==> src/rtl/ballot_collector.sv <==
// rtl/ballot_collector.sv - ballot collector: dedupes voter ballots and presents the packed vote bus
module ballot_collector #(
  parameter int N = 2,
  parameter int M = 2
) (
  input  logic                   clk,
  input  logic                   rst_n,
  input  logic                   in_valid,
  output logic                   in_ready,
  input  logic [M-1:0]           in_voter,
  input  logic [N-1:0]           in_choice,
  input  logic                   close,
  output logic                   dup,
  output logic [(2**M)*N-1:0]    vote,
  output logic                   vote_valid,
  input  logic                   vote_ack,
  output logic [2**M-1:0]        voted_mask,
  output logic [M:0]             count
);

  localparam int SLOTS = 2**M;
  localparam int VW    = SLOTS * N;
  // Count value that the next fresh ballot turns into a full electorate.
  localparam logic [M:0] LAST = (M+1)'(SLOTS - 1);

  typedef enum logic {
    COLLECT = 1'b0,
    PRESENT = 1'b1
  } state_t;

  state_t            state;
  state_t            state_next;
  logic [VW-1:0]     vote_next;
  logic [SLOTS-1:0]  mask_next;
  logic [M:0]        count_next;
  logic              dup_next;
  logic              accept;
  logic              seen;
  logic              fresh;

  // Ballots are only taken while collecting; no ready while the bus is presented.
  assign in_ready = (state == COLLECT);
  assign accept   = in_valid & in_ready;
  assign seen     = voted_mask[in_voter];
  assign fresh    = accept & ~seen;

  // Next-state and next-data decode for the collect/present cycle.
  always_comb begin
    state_next = state;
    vote_next  = vote;
    mask_next  = voted_mask;
    count_next = count;
    dup_next   = 1'b0;
    case (state)
      COLLECT: begin
        if (accept && seen) begin
          dup_next = 1'b1;
        end
        if (fresh) begin
          for (int i = 0; i < SLOTS; i++) begin
            if (in_voter == i[M-1:0]) begin
              vote_next[i*N +: N] = in_choice;
            end
          end
          mask_next[in_voter] = 1'b1;
          count_next          = count + (M+1)'(1);
        end
        // The ballot arriving with close is applied before presenting.
        if ((fresh && (count == LAST)) || close) begin
          state_next = PRESENT;
        end
      end
      PRESENT: begin
        if (vote_ack) begin
          state_next = COLLECT;
          vote_next  = '0;
          mask_next  = '0;
          count_next = '0;
        end
      end
      default: begin
        state_next = COLLECT;
      end
    endcase
  end

  // State and all registered outputs; reset discards any partial election.
  always_ff @(posedge clk or negedge rst_n) begin
    if (!rst_n) begin
      state      <= COLLECT;
      vote       <= '0;
      voted_mask <= '0;
      count      <= '0;
      dup        <= 1'b0;
      vote_valid <= 1'b0;
    end else begin
      state      <= state_next;
      vote       <= vote_next;
      voted_mask <= mask_next;
      count      <= count_next;
      dup        <= dup_next;
      vote_valid <= (state_next == PRESENT);
    end
  end

endmodule
==> config.mk <==
export PLATFORM = sky130hd
export DESIGN_NAME = ballot_collector
export DESIGN_NICKNAME = d
export VERILOG_FILES = /design/src/rtl/ballot_collector.sv
export SDC_FILE = /design/constraint.sdc
export NUM_CORES = 1
export LEC_CHECK = 0
export BUFFER_PORTS_ARGS = -buffer_cell sky130_fd_sc_hd__clkbuf_2
export CAP_MARGIN = 30
export CORE_AREA = 4 4 53 55
export CTS_CLUSTER_SIZE = 25
export DETAILED_ROUTE_END_ITERATION = 8
export DIE_AREA = 0 0 57 59
export GPL_TIMING_DRIVEN = 0
export PLACE_DENSITY = 0.7
export REMOVE_ABC_BUFFERS = 1
export SYNTH_ARGS = -nofsm -noshare
export SYNTH_HDL_FRONTEND = slang
export SYNTH_SLANG_ARGS = --single-unit
==> constraint.sdc <==
create_clock -name clk -period 2.25 [get_ports clk]
set_input_delay 0.45 -clock clk [delete_from_list [all_inputs] [get_ports clk]]
set_output_delay 0.45 -clock clk [all_outputs]
set_load 0.1 [all_outputs]
==> flow_metrics.env, run 1 <==
export IMPL_initial_core_util_pct=37.2
export IMPL_cts_clk_slew_worst_paths_ps=100
export IMPL_synth_edff_count=0
export IMPL_critPathCaptureType="output pin"
export IMPL_min_path_type="input pin to async pin"
export IMPL_cts_setup_buffers=0
export IMPL_syn_cell_area_sq_um=887
export IMPL_drc=0
export IMPL_yosysWarnings=0
export IMPL_synth_top_cell_area_share_pct=48.0
export IMPL_synth_cells=80
export IMPL_yosysUniqueCellTypes=25
export IMPL_period_share_pct=86.6
export IMPL_rsz0062_at_grt="no"
export IMPL_slew_limit_headroom_pct=63.7
export IMPL_place_gp_congestion=0.693
export IMPL_maxCapViolCount=0
export IMPL_crit_slowest_cell="dfrtp_1"
export IMPL_drive_above_1_share_pct=32.7
export IMPL_timing_final_crit_period_ps=1950
export IMPL_cts_made_buffers=3
export IMPL_finalSetupViolations=0
export IMPL_grt_ovfl_total=0
export IMPL_async_flop_share_pct=100
export IMPL_grt_pass1_wl_mm=2.96
export IMPL_synth_seq_cells=17
export IMPL_numClockSinks=17
export IMPL_syn_avg_cell_area_sq_um=11.1
export IMPL_rrSetupSlack_ps=640
export IMPL_crit_arrival_ps=1500
export IMPL_ctsResizeCount=0
export IMPL_hold_violations=0
export IMPL_fin_worst_skew_ps=5.77
export IMPL_crit_path_max_fanout=16
export IMPL_yosys_most_used_dff="dfrtp_1"
export IMPL_ios=27
export IMPL_path_buf_inv=1
export IMPL_grt_max_degree=18
export IMPL_crit_required_ps=1800
export IMPL_critPathTopFamily="flip-flops"
export IMPL_grt_use_total_pct=11.7
export IMPL_cts_hold_buf=0
export IMPL_synth_area_leaders="dfrtp_1, a221oi_1, a21o_1"
export IMPL_vdd_ir_drop_max_v=0.000613
export IMPL_diodes=0
export IMPL_maxSlewViolCount=0
export IMPL_wl_mm=1.88
export IMPL_final_setup_worst_slack_ps=301
export IMPL_cts_tree="done"
export IMPL_critPathKind="flop to output pin"
export IMPL_dr_total_vias=700
export IMPL_num_rows=18
export IMPL_wire_per_inst_um=13.7
export IMPL_grt_pass1_vias=697
export IMPL_clk_latency_ps=280
export IMPL_final_common_cell="clkbuf_2"
export IMPL_synth_top_area_cell="dfrtp_1"
export IMPL_layout_common_cells="clkbuf_2, dfrtp_1, inv_1"
export IMPL_core_region_area_sq_um=2390
export IMPL_synth_seq_area_share_pct=48.0
export IMPL_dpl_worst_slack_ps=625
export IMPL_r2r_end="count[0]"
export IMPL_fin_nets=119
export IMPL_synthToLayoutAreaGrowth_pct=19.7
export IMPL_timing_fmax_ghz=0.513
export IMPL_worstPathCellList="clkbuf_2"
export IMPL_cts_root_buf="clkbuf_4"
export IMPL_cpPeakStageDelay_ps=660
export IMPL_die_area_sq_um=3360
export IMPL_worst_slew_pin_transition_ps=548
export IMPL_io_buffers=26
export IMPL_drtAntennaViolNets=0
export IMPL_drt_pass1_iterations=4
export IMPL_die_width_um=57
export IMPL_die_y_um=59
export IMPL_via_per_inst=5.11
export IMPL_antenna_found_initial=0
export IMPL_power_leakage_nw=0.591
export IMPL_reg2reg_depth=3
export IMPL_p_per_area_nw_per_um2=1210
export IMPL_h_tree_depth=1
export IMPL_fillCellCount=247
export IMPL_drtIter0Drc=7
export IMPL_clock_path_buffers=2
export IMPL_p_total_mw=1.29
export IMPL_dp_hpwl_mm=1.44
export IMPL_worstSetupStartpointType="flop"
export IMPL_outcome="finished clean"
export IMPL_rr_startpoint="state"
==> stage by stage <==
step / instances / TNS [ps] / util [%] / hold slack [ps] / area (sq um)
after floorplan: 77 / -108 / - / 154 / 868
after global placement: 133 / 0 / 43.4 / 398 / 1040
after detailed placement: 133 / 0 / 43.4 / 411 / 1040
after CTS: 137 / 0 / 44.5 / 89.0 / 1060
after global routing: 137 / 0 / 44.5 / 103 / 1060
final: 137 / 0 / 44.5 / 80.2 / 1060
==> how the worst max path moves through the flow <==
| stage | from | end | cells past startpoint |
|---|---|---|---|
| floorplan | state | dup | 2 |
| global placement | state | vote_valid | 1 |
| detailed placement | state | vote_valid | 1 |
| CTS | state | vote_valid | 1 |
| global route | state | vote_valid | 1 |
| finish | state | vote_valid | 1 |
==> cells in the mapped netlist (all sizes together), types with 2 or more instances <==
cell and n:
a221oi 8, dfrtp 17, o21ai 2, nor2b 2, o21a 4, and2 2
inv 11, nor3 2, mux2 3, ha 2, mux2i 3, clkbuf 2
a21o 8, nor2 2, nand2 4
==> flip-flops by register name, summed over array words and instances, names as in the netlist <==
name	flops
vote	8
voted_mask	4
count	3
dup	1
state	1
==> layer usage <==
| layer | wire length (um) | up-vias | part of all wire (%) | GRT usage, % |
|---|---|---|---|---|
| met2 | 948 | 18 | 50 | 20.7 |
| met1 | 807 | 341 | 43 | 12.6 |
| li1 | - | 339 | - | - |
| met5 | 0 | - | 0 | 0 |
| met4 | 27 | 0 | 1.4 | 6.95 |
| met3 | 96 | 2 | 5.1 | 2.83 |
==> final cells by class <==
| cell class | instances | area, sq um | share of cell area, % |
|---|---|---|---|
| Sequential cell | 17 | 425 | 40.0 |
| Tap cell | 30 | 37.5 | 3.53 |
| Multi-Input combinational cell | 49 | 402 | 37.8 |
| Clock buffer | 4 | 26.3 | 2.47 |
| Inverter | 11 | 41.3 | 3.89 |
| Timing Repair Buffer | 26 | 130 | 12.2 |
==> cell families (layout without fill, tap and decap cells) <==
group	Yosys count	in the layout	share of synthesized area, %
fa+ha+maj	2	2	2.82
simple gates	18	18	12.6
flops	17	17	48.0
buf+inv	14	41	6.77
compound gates	23	23	21.4
mux	6	6	8.46
==> worst register-to-register path, stage by stage (launching register included) <==
cell,delay [ps]
dfrtp_1,570
or3b_1,530
o22ai_4,210
mux2i_1,230
==> power breakdown <==
part	total [mW]	internal, mW	switching [mW]
Sequential	0.424	0.361	0.0631
Combinational	0.702	0.129	0.573
Clock	0.161	0.0687	0.0926
Total	1.29	0.559	0.728
No activity file was read; power rests on OpenSTA's default activity.
==> run 2, diff against run 1 <==
--- a/config.mk
+++ b/config.mk
@@ -13,7 +13,6 @@
 export DIE_AREA = 0 0 57 59
 export GPL_TIMING_DRIVEN = 0
 export PLACE_DENSITY = 0.7
-export REMOVE_ABC_BUFFERS = 1
 export SYNTH_ARGS = -nofsm -noshare
 export SYNTH_HDL_FRONTEND = slang
 export SYNTH_SLANG_ARGS = --single-unit
==> flow_metrics.env, run 2 (synthesis results as in run 1) <==
export IMPL_worstSetupStartpointType="flop"
export IMPL_largest_register="vote"
export IMPL_crit_arrival_ps=1590
export IMPL_dp_hpwl_mm=1.39
export IMPL_finalInstanceArea_sq_um=1070
export IMPL_h_tree_depth=1
export IMPL_crit_path_max_fanout=10
export IMPL_finalNonFillerCells=138
export IMPL_wire_per_inst_um=13.2
export IMPL_crit_slowest_cell="dfrtp_1"
export IMPL_slew_limit_headroom_pct=63.8
export IMPL_place_gp_congestion=0.667
export IMPL_place_area_sq_um=1040
export IMPL_dr_total_vias=717
export IMPL_p_per_area_nw_per_um2=1200
export IMPL_grt_pass1_wl_mm=3.10
export IMPL_outcome="finished clean"
export IMPL_fillCellCount=255
export IMPL_drt_pass1_iterations=4
export IMPL_initial_core_util_pct=37.2
export IMPL_synthToLayoutAreaGrowth_pct=20.9
export IMPL_mappedNetlistNets=91
export IMPL_worst_slew_pin_transition_ps=545
export IMPL_worstPathCellList="clkbuf_1 > inv_1 > clkbuf_2"
export IMPL_drtIter0Drc=11
export IMPL_via_per_inst=5.20
export IMPL_cts_hold_buf=0
export IMPL_drtAntennaViolNets=0
export IMPL_dp_cells=134
export IMPL_setup_tns_ps=0
export IMPL_num_rows=18
export IMPL_die_y_um=59
export IMPL_grt_ovfl_total=0
export IMPL_critPathKind="flop to output pin"
export IMPL_finalSetupViolations=0
export IMPL_drive_above_1_share_pct=32.4
export IMPL_cts_clk_slew_worst_paths_ps=100
export IMPL_final_setup_worst_slack_ps=208
export IMPL_maxSlewViolCount=0
export IMPL_power_leakage_nw=0.594
export IMPL_grt_max_degree=18
export IMPL_period_share_pct=90.8
export IMPL_antenna_found_initial=0
export IMPL_min_path_type="input pin to async pin"
export IMPL_dpl_worst_slack_ps=527
export IMPL_drc=0
export IMPL_postLayoutCoreUtil_pct=44.9
export IMPL_timing_final_crit_period_ps=2040
export IMPL_cpPeakStageDelay_ps=450
export IMPL_fin_worst_skew_ps=4.26
export IMPL_vdd_ir_drop_max_v=0.000596
export IMPL_critPathCaptureType="output pin"
export IMPL_core_region_area_sq_um=2390
export IMPL_diodes=0
export IMPL_ios=27
export IMPL_fin_nets=120
export IMPL_die_width_um=57
export IMPL_reg_top3="vote (8), voted_mask (4), count (3)"
export IMPL_wl_mm=1.82
export IMPL_ctsResizeCount=0
export IMPL_io_buffers=24
export IMPL_cts_setup_buffers=0
export IMPL_critPathTopFamily="buffers and inverters"
export IMPL_hold_violations=0
export IMPL_grt_pass1_vias=715
export IMPL_grt_use_total_pct=12.0
export IMPL_rsz0062_at_grt="no"
export IMPL_clock_path_buffers=2
export IMPL_largest_register_ffs=8
export IMPL_layout_common_cells="clkbuf_2, dfrtp_1, inv_1"
export IMPL_maxCapViolCount=0
export IMPL_numClockSinks=17
export IMPL_p_total_mw=1.29
export IMPL_cts_tree="done"
export IMPL_clk_latency_ps=290
export IMPL_cts_made_buffers=3
export IMPL_timing_fmax_ghz=0.490
export IMPL_path_buf_inv=3
export IMPL_die_area_sq_um=3360
export IMPL_whs_ps=77.2
export IMPL_final_common_cell="clkbuf_2"
export IMPL_crit_required_ps=1800
export IMPL_cts_root_buf="clkbuf_4"
run 2: worst paths after layout:
kind / endpoint / start / cells after the start / slack (ps)
worst max-delay path: in_ready / state / 3 / 210
worst min-delay path: voted_mask[0] / rst_n / 1 / 80
worst max register to register: count[2] / state / 3 / 830
worst min register to register: count[0] / count[0] / 1 / 520
max in group asynchronous: vote[5] / rst_n / 1 / 1880
min in group clk: state / close / 3 / 400
run 2: worst register-to-register path, cell delays in order (launching register included):
cell	delay (ps)
dfrtp_1	450
or3b_1	460
o22ai_4	210
mux2i_1	220
run 2: area by class of cell:
class | instances | area (sq um) | area share (%)
plain buffers | 3 | 18.8 | 1.75
clock buffers | 3 | 22.5 | 2.10
clock inverters | 1 | 5.00 | 0.467
inverters | 11 | 41.3 | 3.85
multi-input cells | 49 | 402 | 37.5
flip-flops and latches | 17 | 425 | 39.7
well taps | 30 | 37.5 | 3.50
repair buffers | 24 | 120 | 11.2
run 2: where the power goes:
part	leakage, nW	internal [mW]	switching [mW]	total, mW
Clock	0.0177	0.0660	0.0938	0.160
Sequential	0.228	0.361	0.0498	0.411
Combinational	0.348	0.132	0.585	0.717
run 2: per-layer routing:
layer | vias up | track usage (%) | share of wire [%]
li1 | 343 | - | -
met1 | 348 | 13.7 | 42
met2 | 22 | 21.0 | 51
met3 | 4 | 2.83 | 5.4
met4 | 0 | 5.96 | 1.9
met5 | - | 0 | 0
==> run 3, diff against run 2 <==
--- a/config.mk
+++ b/config.mk
@@ -12,7 +12,7 @@
 export DETAILED_ROUTE_END_ITERATION = 8
 export DIE_AREA = 0 0 57 59
 export GPL_TIMING_DRIVEN = 0
-export PLACE_DENSITY = 0.7
+export PLACE_DENSITY = 0.72
 export SYNTH_ARGS = -nofsm -noshare
 export SYNTH_HDL_FRONTEND = slang
 export SYNTH_SLANG_ARGS = --single-unit
==> constraint.sdc (replaced) <==
create_clock -name clk -period 1.71 [get_ports clk]
set_input_delay 0.342 -clock clk [delete_from_list [all_inputs] [get_ports clk]]
set_output_delay 0.342 -clock clk [all_outputs]
set_load 0.1 [all_outputs]
==> flow_metrics.env, run 3 (synthesis results as in run 1) <==
export IMPL_outcome="finished clean"
export IMPL_die_width_um=57
export IMPL_largest_register="vote"
export IMPL_cts_root_buf="clkbuf_4"
export IMPL_hold_violations=0
export IMPL_power_leakage_nw=0.594
export IMPL_cts_made_buffers=3
export IMPL_period_share_pct=95.0
export IMPL_clock_path_buffers=2
export IMPL_reg_top3="vote (8), voted_mask (4), count (3)"
export IMPL_h_tree_depth=1
export IMPL_hold_depth=3
export IMPL_crit_slowest_cell="dfrtp_4"
export IMPL_fin_worst_skew_ps=7.61
export IMPL_diodes=0
export IMPL_p_per_area_nw_per_um2=1560
export IMPL_maxCapViolCount=0
export IMPL_cts_tree="done"
export IMPL_drive_above_1_share_pct=38.5
export IMPL_io_buffers=24
export IMPL_num_rows=18
export IMPL_mappedNetlistNets=91
export IMPL_via_per_inst=4.92
export IMPL_drc=0
export IMPL_crit_path_max_fanout=10
export IMPL_r2r_end="count[0]"
export IMPL_vdd_ir_drop_max_v=0.000852
export IMPL_worstSetupStartpointType="flop"
export IMPL_timing_fmax_ghz=0.615
export IMPL_largest_register_ffs=8
export IMPL_grt_pass1_wl_mm=3.22
export IMPL_cts_setup_buffers=0
export IMPL_rr_startpoint="state"
export IMPL_finalSetupViolations=0
export IMPL_drtIter0Drc=15
export IMPL_layout_common_cells="clkbuf_2, dfrtp_1, inv_1"
export IMPL_critPathCaptureType="output pin"
export IMPL_rrSetupSlack_ps=230
export IMPL_cpMostUsedCell="clkbuf_8"
export IMPL_core_region_area_sq_um=2390
export IMPL_grt_ovfl_total=0
export IMPL_die_y_um=59
export IMPL_timing_final_crit_period_ps=1630
export IMPL_fin_nets=121
export IMPL_maxSlewViolCount=0
export IMPL_cpPeakStageDelay_ps=520
export IMPL_drt_pass1_iterations=4
export IMPL_dp_cells=134
export IMPL_clk_latency_ps=290
export IMPL_grt_use_total_pct=12.6
export IMPL_synthToLayoutAreaGrowth_pct=25.5
export IMPL_reg2reg_depth=3
export IMPL_cts_clk_slew_worst_paths_ps=90
export IMPL_numClockSinks=17
export IMPL_crit_arrival_ps=1280
export IMPL_worst_hold_path_endpoint="state"
export IMPL_wl_mm=1.86
export IMPL_crit_required_ps=1370
export IMPL_grt_pass1_vias=715
export IMPL_antenna_found_initial=0
export IMPL_dr_total_vias=684
export IMPL_slew_limit_headroom_pct=63.6
export IMPL_worst_slew_pin_transition_ps=548
export IMPL_place_gp_congestion=0.770
export IMPL_final_common_cell="clkbuf_2"
export IMPL_wire_per_inst_um=13.4
export IMPL_min_from="close"
export IMPL_grt_max_degree=18
export IMPL_worstPathCellList="clkbuf_8 > clkinvlp_4 > clkbuf_8"
export IMPL_dp_hpwl_mm=1.46
export IMPL_ios=27
export IMPL_p_total_mw=1.73
export IMPL_drtAntennaViolNets=0
export IMPL_finalNonFillerCells=139
export IMPL_rsz0062_at_grt="no"
export IMPL_min_path_type="input pin to flop"
export IMPL_critPathKind="flop to output pin"
export IMPL_die_area_sq_um=3360
export IMPL_initial_core_util_pct=37.2
## run 3: cell count changes in the layout (fill, tap and decap cells not counted)
cell,delta
clkbuf_1,-1
clkbuf_2,-1
clkbuf_8,+2
clkinvlp_4,+1
dfrtp_1,-5
dfrtp_2,+4
dfrtp_4,+1
dlygate4sd3_1,+1
inv_1,-1
## run 3: per-stage QoR
stage / area (sq um) / setup WS (ps) / hold slack (ps) / util (%) / setup TNS, ps
finish: 1110 / 84.9 / 302 / 46.6 / 0
global route: 1110 / 26.8 / 302 / 46.6 / 0
CTS: 1110 / 68.4 / 287 / 46.6 / 0
detailed placement: 1070 / 189 / 303 / 44.7 / 0
global placement: 1070 / 190 / 291 / 44.7 / 0
floorplan: 910 / -11.3 / 46.4 / - / -11.3
## run 3: area by class of cell
cell class	count	area, sq um
Buffer	3	28.8
Clock buffer	3	22.5
Clock inverter	1	5.00
Fill cell	244	1270
Inverter	11	45.0
Multi-Input combinational cell	49	402
Sequential cell	17	434
Tap cell	30	37.5
Timing Repair Buffer	25	139
## run 3: repair_timing
action                                  in CTS  in global routing
resized for setup                            2                  0
endpoints found under the setup margin       1                  0
hold buffers                                 1                  0
hold endpoints to repair                    17                  0
## run 3: power breakdown
group	internal, mW	total [mW]	switching [mW]
registers	0.482	0.548	0.0653
logic	0.198	0.975	0.778
clock network	0.0869	0.209	0.122
total	0.767	1.73	0.965
## run 3: how the worst max path moves through the flow
stage,slack [ps],startpoint,cells past startpoint,end
2_1_floorplan,-10,state,3,dup
3_3_place_gp,190,state,3,in_ready
3_5_place_dp,190,state,3,in_ready
4_1_cts,70,state,3,in_ready
5_1_grt,30,state,3,in_ready
6_report,80,state,3,in_ready
## run 3: worst max-delay path: cells and delay by family (launching register included)
kind	cells	cell delay, ps
buffers and inverters	3	480
flip-flops	1	520
## run 3: metal layers
layer | GRT usage [%] | wire length [um] | share of wire, %
met1 | 15.3 | 868 | 47
met2 | 19.7 | 817 | 44
met3 | 3.49 | 142 | 7.7
met4 | 7.95 | 27 | 1.5
met5 | 0 | 0 | 0
